File: config.mk
export PLATFORM = sky130hd
export DESIGN_NAME = sar_readout
export DESIGN_NICKNAME = d
export VERILOG_FILES = /design/src/rtl/sar_readout_pkg.sv /design/src/rtl/sar_sync_fifo.sv /design/src/rtl/sar_readout.sv
export SDC_FILE = /design/constraint.sdc
export NUM_CORES = 1
export LEC_CHECK = 0
export ABC_AREA = 1
export CAP_MARGIN = 0
export CORE_ASPECT_RATIO = 1.4
export CORE_UTILIZATION = 40
export DETAILED_ROUTE_END_ITERATION = 8
export SYNTH_ARGS = -nofsm -noshare
export SYNTH_HDL_FRONTEND = slang
export SYNTH_SLANG_ARGS = --single-unit
File: constraint.sdc
create_clock -name CLK -period 6.6 [get_ports CLK]
set_input_delay 0.66 -clock CLK [delete_from_list [all_inputs] [get_ports CLK]]
set_output_delay 0.66 -clock CLK [all_outputs]
set_load 0.03 [all_outputs]
File: src/rtl/sar_readout_pkg.sv
// Shared types for the SAR readout path: word width, word type and serializer states.
package sar_readout_pkg;

  localparam int unsigned WORD_W = 10;

  typedef logic [0:WORD_W-1] word_t;

  typedef enum logic [1:0] {
    IDLE,
    LOAD,
    SHIFT,
    GAP
  } state_t;

endpackage

File: src/rtl/sar_sync_fifo.sv
// Single-clock circular FIFO; a push while full is only accepted alongside a pop.
module sar_sync_fifo #(
  parameter int unsigned DEPTH  = 4,
  parameter int unsigned WORD_W = 10
) (
  input  logic                    i_clk,
  input  logic                    i_rst,
  input  logic                    i_push,
  input  logic                    i_pop,
  input  logic [0:WORD_W-1]       i_data,
  output logic [0:WORD_W-1]       o_data,
  output logic                    o_full,
  output logic                    o_empty,
  output logic [$clog2(DEPTH):0]  o_level
);

  localparam int unsigned PTR_W = $clog2(DEPTH);
  localparam int unsigned LVL_W = PTR_W + 1;

  logic [0:WORD_W-1] r_mem [DEPTH];
  logic [PTR_W-1:0]  r_wptr;
  logic [PTR_W-1:0]  r_rptr;
  logic [LVL_W-1:0]  r_level;
  logic              w_wr;
  logic              w_rd;

  assign o_full  = (r_level == LVL_W'(DEPTH));
  assign o_empty = (r_level == '0);
  assign w_rd    = i_pop && !o_empty;
  assign w_wr    = i_push && (!o_full || w_rd);
  assign o_data  = r_mem[r_rptr];
  assign o_level = r_level;

  always_ff @(posedge i_clk) begin
    if (w_wr) begin
      r_mem[r_wptr] <= i_data;
    end
  end

  // Power-of-two depth lets the pointers wrap naturally.
  always_ff @(posedge i_clk) begin
    if (i_rst) begin
      r_wptr  <= '0;
      r_rptr  <= '0;
      r_level <= '0;
    end else begin
      if (w_wr) begin
        r_wptr <= r_wptr + PTR_W'(1);
      end
      if (w_rd) begin
        r_rptr <= r_rptr + PTR_W'(1);
      end
      case ({w_wr, w_rd})
        2'b10:   r_level <= r_level + LVL_W'(1);
        2'b01:   r_level <= r_level - LVL_W'(1);
        default: r_level <= r_level;
      endcase
    end
  end

endmodule

File: src/rtl/sar_readout.sv
// Captures SAR conversion words on the CKO strobe, buffers them and ships each one
// MSB-first on a framed FRAME/SCLK/SDO link.
module sar_readout
  import sar_readout_pkg::*;
#(
  parameter int unsigned DEPTH  = 4,
  parameter int unsigned CLKDIV = 2
) (
  input  logic                   CLK,
  input  logic                   RST,
  input  logic                   CKO,
  input  logic [0:WORD_W-1]      DATA,
  input  logic                   CLR_OVF,
  output logic                   FRAME,
  output logic                   SCLK,
  output logic                   SDO,
  output logic                   OVF,
  output logic [$clog2(DEPTH):0] LEVEL
);

  localparam int unsigned DIV_W = $clog2(2 * CLKDIV);
  localparam int unsigned BIT_W = $clog2(WORD_W);
  localparam logic [DIV_W-1:0] DIV_HALF = DIV_W'(CLKDIV);
  localparam logic [DIV_W-1:0] DIV_LAST = DIV_W'(2 * CLKDIV - 1);
  localparam logic [BIT_W-1:0] BIT_LAST = BIT_W'(WORD_W - 1);

  logic             r_sync1;
  logic             r_sync2;
  logic             r_sync3;
  logic             r_ovf;
  state_t           r_state;
  logic [DIV_W-1:0] r_div;
  logic [BIT_W-1:0] r_bit;
  word_t            r_shreg;
  logic             r_frame;
  logic             r_sclk;
  logic             r_sdo;

  logic  w_push;
  logic  w_pop;
  logic  w_drop;
  logic  w_full;
  logic  w_empty;
  logic  w_pending;
  word_t w_head;

  assign w_push    = r_sync2 & ~r_sync3;
  assign w_pop     = (r_state == LOAD);
  assign w_drop    = w_push & w_full & ~w_pop;
  assign w_pending = ~w_empty;

  sar_sync_fifo #(
    .DEPTH  (DEPTH),
    .WORD_W (WORD_W)
  ) u_fifo (
    .i_clk   (CLK),
    .i_rst   (RST),
    .i_push  (w_push),
    .i_pop   (w_pop),
    .i_data  (DATA),
    .o_data  (w_head),
    .o_full  (w_full),
    .o_empty (w_empty),
    .o_level (LEVEL)
  );

  // Outputs are registered from the current state, so they trail the state by one cycle.
  always_ff @(posedge CLK) begin
    if (RST) begin
      r_sync1 <= 1'b0;
      r_sync2 <= 1'b0;
      r_sync3 <= 1'b0;
      r_ovf   <= 1'b0;
      r_state <= IDLE;
      r_div   <= '0;
      r_bit   <= '0;
      r_shreg <= '0;
      r_frame <= 1'b0;
      r_sclk  <= 1'b0;
      r_sdo   <= 1'b0;
    end else begin
      r_sync1 <= CKO;
      r_sync2 <= r_sync1;
      r_sync3 <= r_sync2;
      if (w_drop) begin
        r_ovf <= 1'b1;
      end else if (CLR_OVF) begin
        r_ovf <= 1'b0;
      end
      unique case (r_state)
        IDLE: begin
          r_frame <= 1'b0;
          r_sclk  <= 1'b0;
          r_sdo   <= 1'b0;
          r_div   <= '0;
          r_bit   <= '0;
          if (w_pending) begin
            r_state <= LOAD;
          end
        end
        LOAD: begin
          r_shreg <= w_head;
          r_frame <= 1'b1;
          r_sclk  <= 1'b0;
          r_sdo   <= w_head[0];
          r_div   <= '0;
          r_bit   <= '0;
          r_state <= SHIFT;
        end
        SHIFT: begin
          r_frame <= 1'b1;
          r_sclk  <= (r_div >= DIV_HALF);
          r_sdo   <= r_shreg[r_bit];
          if (r_div == DIV_LAST) begin
            r_div <= '0;
            if (r_bit == BIT_LAST) begin
              r_bit   <= '0;
              r_state <= GAP;
            end else begin
              r_bit <= r_bit + BIT_W'(1);
            end
          end else begin
            r_div <= r_div + DIV_W'(1);
          end
        end
        GAP: begin
          r_frame <= 1'b0;
          r_sclk  <= 1'b0;
          r_sdo   <= 1'b0;
          if (r_div == DIV_LAST) begin
            r_div <= '0;
            // Go straight to LOAD when work is queued so back-to-back words keep the word period.
            r_state <= w_pending ? LOAD : IDLE;
          end else begin
            r_div <= r_div + DIV_W'(1);
          end
        end
        default: r_state <= IDLE;
      endcase
    end
  end

  assign FRAME = r_frame;
  assign SCLK  = r_sclk;
  assign SDO   = r_sdo;
  assign OVF   = r_ovf;

endmodule
======== After elaboration in Yosys (flattened, before gate mapping) ========
Memory sizes are Yosys's and may differ from the RTL's. A register that Yosys moved wholly into a read port is not among the register bits.
Cells that the tools add are included.
word-level totals
  register bits ........................... 32
  bits in latches ......................... 0
  memory bits (writable) .................. 40
  bits in read-only memories .............. 0
  output and inout port bits .............. 7
  word-level logic and storage cells ...... 82
  memories kept ........................... 1
memories
  name          depth  bits a word  read ports  clocked after Yosys merged registers in  wr ports  line                 source
  u_fifo.r_mem  4      10           1           1                                        1         sar_sync_fifo.sv:20  logic [0:WORD_W-1] r_mem [DEPTH];
operators by class
  $add $sub $neg .......................... 6
  $mul .................................... 0
  div/mod/pow operators ................... 0
  $lt $le $gt $ge ......................... 2
  equal/unequal tests ..................... 12
  shifts and indexed selects .............. 0
  multiplexer cells ....................... 24
  bitwise logic cells ..................... 6
  reduce and logical (&&, ||, !) cells .... 17
operators with widths
  operator             number
  $mux 2               7
  $eq 2x2->1 const B   4
  $mux 4               2
  $ne 2x2->1 const B   4
  $pmux 2 s4           1
  $pmux 4 s2           1
  $reduce_or 2->1      4
  $mux 1               7
  $add 2x1->2 const B  3
  $pmux 3 s2           1
  $reduce_bool 2->1    3
  $ge 5x5->1 const B   1
  $not 4->5            1
  $add 4x1->4 const B  1
  $bmux 1 s4           1
  $eq 2x1->1 const B   2
  $eq 4x4->1 const B   1
  $pmux 1 s2           2
  $pmux 2 s2           1
  $reduce_and 4->1     1
  $add 3x1->3 const B  1
  $and 1x1->1          3
  $eq 3x3->1 const B   1
  $logic_not 3->1      1
  other kinds (10)     13

======== Longest topological paths before layout ========
  word-level depth ........................ 7
  depth in mapped cells ................... 13

======== Hierarchy ========
From an unflattened synthesis, not the netlist that was laid out.
unflattened totals
  cell total of the unflattened synthesis .. 318
  area, all modules ....................... 3150.5 um^2
modules (own cells, without submodules)
  module         instances  cells each  area each (um^2)
  sar_sync_fifo  1          161         1959.4
  sar_readout    1          157         1191.1

======== Worst setup path before layout ========
No wires, ideal clock.
  kind .................................... register -> register
  start ................................... register u_fifo.r_level[2], in the netlist u_fifo.o_level[2]
  end ..................................... register u_fifo.r_level[2], in the netlist u_fifo.o_level[2]
  library setup time ...................... 0.124 ns
  arrival ................................. 2.038 ns
  slack ................................... 4.438 ns
  stages on the path, launching flop included .. 12
  path buffers ............................ 0
  period minus slack after synthesis ...... 2.162 ns
  cells stage by stage .................... dfxtp_1 > inv_1 > nor3_1 > nand2_1 > nand2_2 > ha_1 > inv_1 > fa_1 > a21oi_1 > o21ai_0 > o21ai_0 > a21oi_1
on the way
  longest elaborated chain between the ends .. 7
  elaborated cells on any way between the ends .. 13
ends and longest elaborated chain
  what                                             line                 source
  start, declared                                  sar_sync_fifo.sv:23  logic [LVL_W-1:0] r_level;
  start signal, assigned                           sar_sync_fifo.sv:54  2'b10: r_level <= r_level + LVL_W'(1);
  start signal, assigned                           sar_sync_fifo.sv:55  2'b01: r_level <= r_level - LVL_W'(1);
  start signal, assigned                           sar_sync_fifo.sv:56  default: r_level <= r_level;
  $logic_not 3->1                                  sar_sync_fifo.sv:28  assign o_empty = (r_level == '0);
  $logic_not 1->1                                  sar_sync_fifo.sv:29  assign w_rd = i_pop && !o_empty;
  $logic_and 1x1->1                                sar_sync_fifo.sv:29
  $logic_or 1x1->1                                 sar_sync_fifo.sv:30  assign w_wr = i_push && (!o_full || w_rd);
  $logic_and 1x1->1                                sar_sync_fifo.sv:30
  $eq 2x1->1 or $eq 2x2->1 (tied branches)         sar_sync_fifo.sv:53  case ({w_wr, w_rd})
  $pmux 3 s2 or $reduce_bool 2->1 (tied branches)  n/a
Parallel ways exist; a longest one is shown, timed or not.
A chain may end at the register's enable or synchronous reset.

======== Worst setup path after layout ========
  start ................................... register r_state[1]
  end ..................................... register u_fifo.r_level[2], in the netlist u_fifo.o_level[2]
on the way
  longest elaborated chain between the ends .. 6
  elaborated cells on any way between the ends .. 8
ends and longest elaborated chain
  what                                             line                 source
  start, declared                                  sar_readout.sv:31    state_t r_state;
  start signal, assigned                           sar_readout.sv:133   r_state <= w_pending ? LOAD : IDLE;
  $eq 2x1->1 (*)                                   sar_readout.sv:48    assign w_pop = (r_state == LOAD);
  $logic_and 1x1->1 (*)                            sar_sync_fifo.sv:29
  $logic_or 1x1->1                                 sar_sync_fifo.sv:30
  $logic_and 1x1->1                                sar_sync_fifo.sv:30
  $eq 2x1->1 or $eq 2x2->1 (tied branches)         sar_sync_fifo.sv:53
  $pmux 3 s2 or $reduce_bool 2->1 (tied branches)  n/a
Mark *: on every way between the ends. The rest lies on a longest branch, timed or not.

==> results.cfg <==
[run_status]
outcome = finished, final reports clean

[grt]
antenna_found_initial = 0
grt_pass1_wl_mm = 9.177
first_global_vias = 2045
track_usage_pct = 14.86
grt_overflow_total = 0
grt_max_degree = 22

[cells_and_area]
fillers = 741
area_growth_pct = 15.39
multiInputGateArea_mm2 = 0.001015
ff_latch_area_mm2 = 0.001882
layout_commonest_cell = inv_1
layout.nets = 366
final_cell_mix = inv_1, nor2_1, edfxtp_1, dfxtp_1, o21ai_0
n_antenna_cell = 0
drive_above_1_share_pct = 8.480
final_cell_area_mm2 = 0.003631

[pwr]
power_frac_clock_pct = 31.4
seqPwrFrac_pct = 45.2
leakage_nw = 1.405
internal_power_mw = 0.8464
switching_power_mw = 0.3915
pwr-share-comb_pct = 23.4
ir_drop_v = 0.0001813
sw_frac_of_total_pct = 31.63
p_total_mw = 1.238
powerDensity_mw_per_mm2 = 340.9

[sta]
fin_tns_setup_ns = 0
hold_violations = 0
fmax_ghz = 0.4082
rsz0062_at_grt = false
period_minus_slack_ns = 2.450
worst_pin_slew_ns = 1.054
maxSlewHeadroom_pct = 29.49
period_share_pct = 37.12
finalSetupViolCount = 0
slew_viol_final = 0
fin_hold_ws_ns = 0.4140
clock_skew_ns = 0.009134
worst_slack_ns = 4.150

[synthesis]
syn_avg_cell_area_um2 = 9.927
yosys-top-cells-area = edfxtp_1, dfxtp_1, inv_1
synth_nets = 346
synth-edff-count = 40
yosysTopAreaCell = edfxtp_1
syn_area_mm2 = 0.003147
synth_cell_type_count = 31
yosysWarnings = 0
yosys.area.top_type_share_pct = 38.17
async_reset_ff_share_pct = 0
synth_ff_type = edfxtp_1
yosysSeqAreaShare_pct = 59.80
synthCells = 317
ys_ff_latch = 74

[detailed_routing]
first_pass_iters = 4
dr_wl_met2_mm = 2.832
dr_wl_met3_um = 129
m1WireLength_mm = 2.385
maxUsedRoutingLayer = met4
vias = 2093
ant_nets = 0
drc = 0
vias_per_cell = 4.768
routed_wl_mm = 5.494
post_drt_wl_per_cell_um = 12.51
dr.first_iter.drc_count = 73

[setup_path]
r2r_slack_ns = 4.15
r2r_end = u_fifo.o_level[2]
worstSetupEndpointType = flop
crit_required_ns = 6.83
critPathArrivalTime_ns = 2.68
start_kind = flop
crit_fanout = 20
timing.rr.start = r_state[1]
crit_type = reg -> reg
rr_worst_depth = 12

[worst_hold_path]
whs_path_depth = 2
hp-class = reg -> reg
hold-path-endpoint = r_sync2
min_from = r_sync1

[placement]
numPortBuffers = 20
place_ws_ns = 4.137
place_hpwl_mm = 3.669
gp_congestion = 0.7589
place_area_mm2 = 0.003408

[floorplan]
die_h_um = 106.9
io_pins = 21
die_w_um = 76.96
die-area_mm2 = 0.008230
start_util_pct = 41.96
rows = 37
core_mm2 = 0.007500

[clock_tree]
htree_levels = 3
cts_resized = 0
clock_latency_ns = 0.35
path_clk_slew_ns = 0.08
cts_buffer_depth = 2
cts_post_setup_buffers_inserted = 0
clock-root-buffer = clkbuf_8
cts_sinks = 74
cts_tree = yes
holdBufCountCts = 0
cts_buffers = 9

[job]
cap_violations = 0
## layer usage
layer	track usage, %	up-vias
li1	-	1100
met1	16.30	952
met2	25.89	32
met3	2.553	9
met4	10.44	0
met5	0	-
## synthesized netlist by cell type (5+ instances only)
| cell type | instances |
|---|---|
| o22ai_1 | 9 |
| buf_2 | 5 |
| o21ai_0 | 31 |
| nor2_1 | 41 |
| inv_1 | 47 |
| a21oi_1 | 21 |
| nand2_1 | 26 |
| ha_1 | 14 |
| o21ai_1 | 8 |
| dfxtp_1 | 34 |
| edfxtp_1 | 40 |
| nand3_1 | 14 |
## power groups by stage
stage,clock network (mW),registers [mW],logic [mW]
2_1_floorplan,0,0.565,0.237
3_3_place_gp,0,0.570,0.291
3_5_place_dp,0,0.571,0.293
4_1_cts,0.400,0.560,0.295
5_1_grt,0.418,0.566,0.335
6_report,0.388,0.560,0.290
## critical path, cell delays in order (launching register included)
cell and delay (ns):
dfxtp_1 0.36, inv_1 0.10, ha_1 0.26, inv_2 0.29, nand2_1 0.11, nand2_2 0.15
ha_1 0.17, inv_1 0.06, fa_1 0.37, a21oi_1 0.14, o21ai_0 0.11, o21ai_0 0.15
a21oi_1 0.05
## stage by stage
step           util, %  std cells
4_1_cts          48.42        439
3_3_place_gp     45.45        423
3_5_place_dp     45.45        423
5_1_grt          48.42        439
6_report         48.42        439
2_1_floorplan        -        317
## area by class of cell
class	instances	share of cell area (%)
clock inverters	7	2.722
inverters	50	5.238
clock buffers	9	3.411
well taps	97	3.343
multi-input cells	182	27.95
flip-flops and latches	74	51.83
repair buffers	20	5.513
## registers in the layout, indices dropped and copies added, names as in the netlist, named ones only
register	count
FRAME	1
OVF	1
SCLK	1
SDO	1
r_bit	4
r_div	2
r_shreg	10
r_state	2
r_sync1	1
r_sync2	1
r_sync3	1
u_fifo.o_level	3
u_fifo.r_mem	40
u_fifo.r_rptr	2
u_fifo.r_wptr	2
## worst max path at each step
stage / to / from
final: u_fifo.o_level[2] / r_state[1]
after global routing: u_fifo.o_level[2] / r_state[1]
after CTS: u_fifo.o_level[2] / r_state[1]
after detailed placement: u_fifo.o_level[2] / r_state[1]
after global placement: u_fifo.o_level[2] / r_state[1]
after floorplan: u_fifo.o_level[2] / u_fifo.o_level[2]
## cell families (layout without fill, tap and decap cells)
kind of cell	after synthesis	count (layout)	share of synthesized area [%]
compound gates	74	74	13.32
xor+xnor	1	1	0.2784
fa+ha+maj	15	15	6.203
buf+inv	61	86	7.952
flops	74	74	59.80
simple gates	92	92	12.45
(Power assumes the default switching activity.)
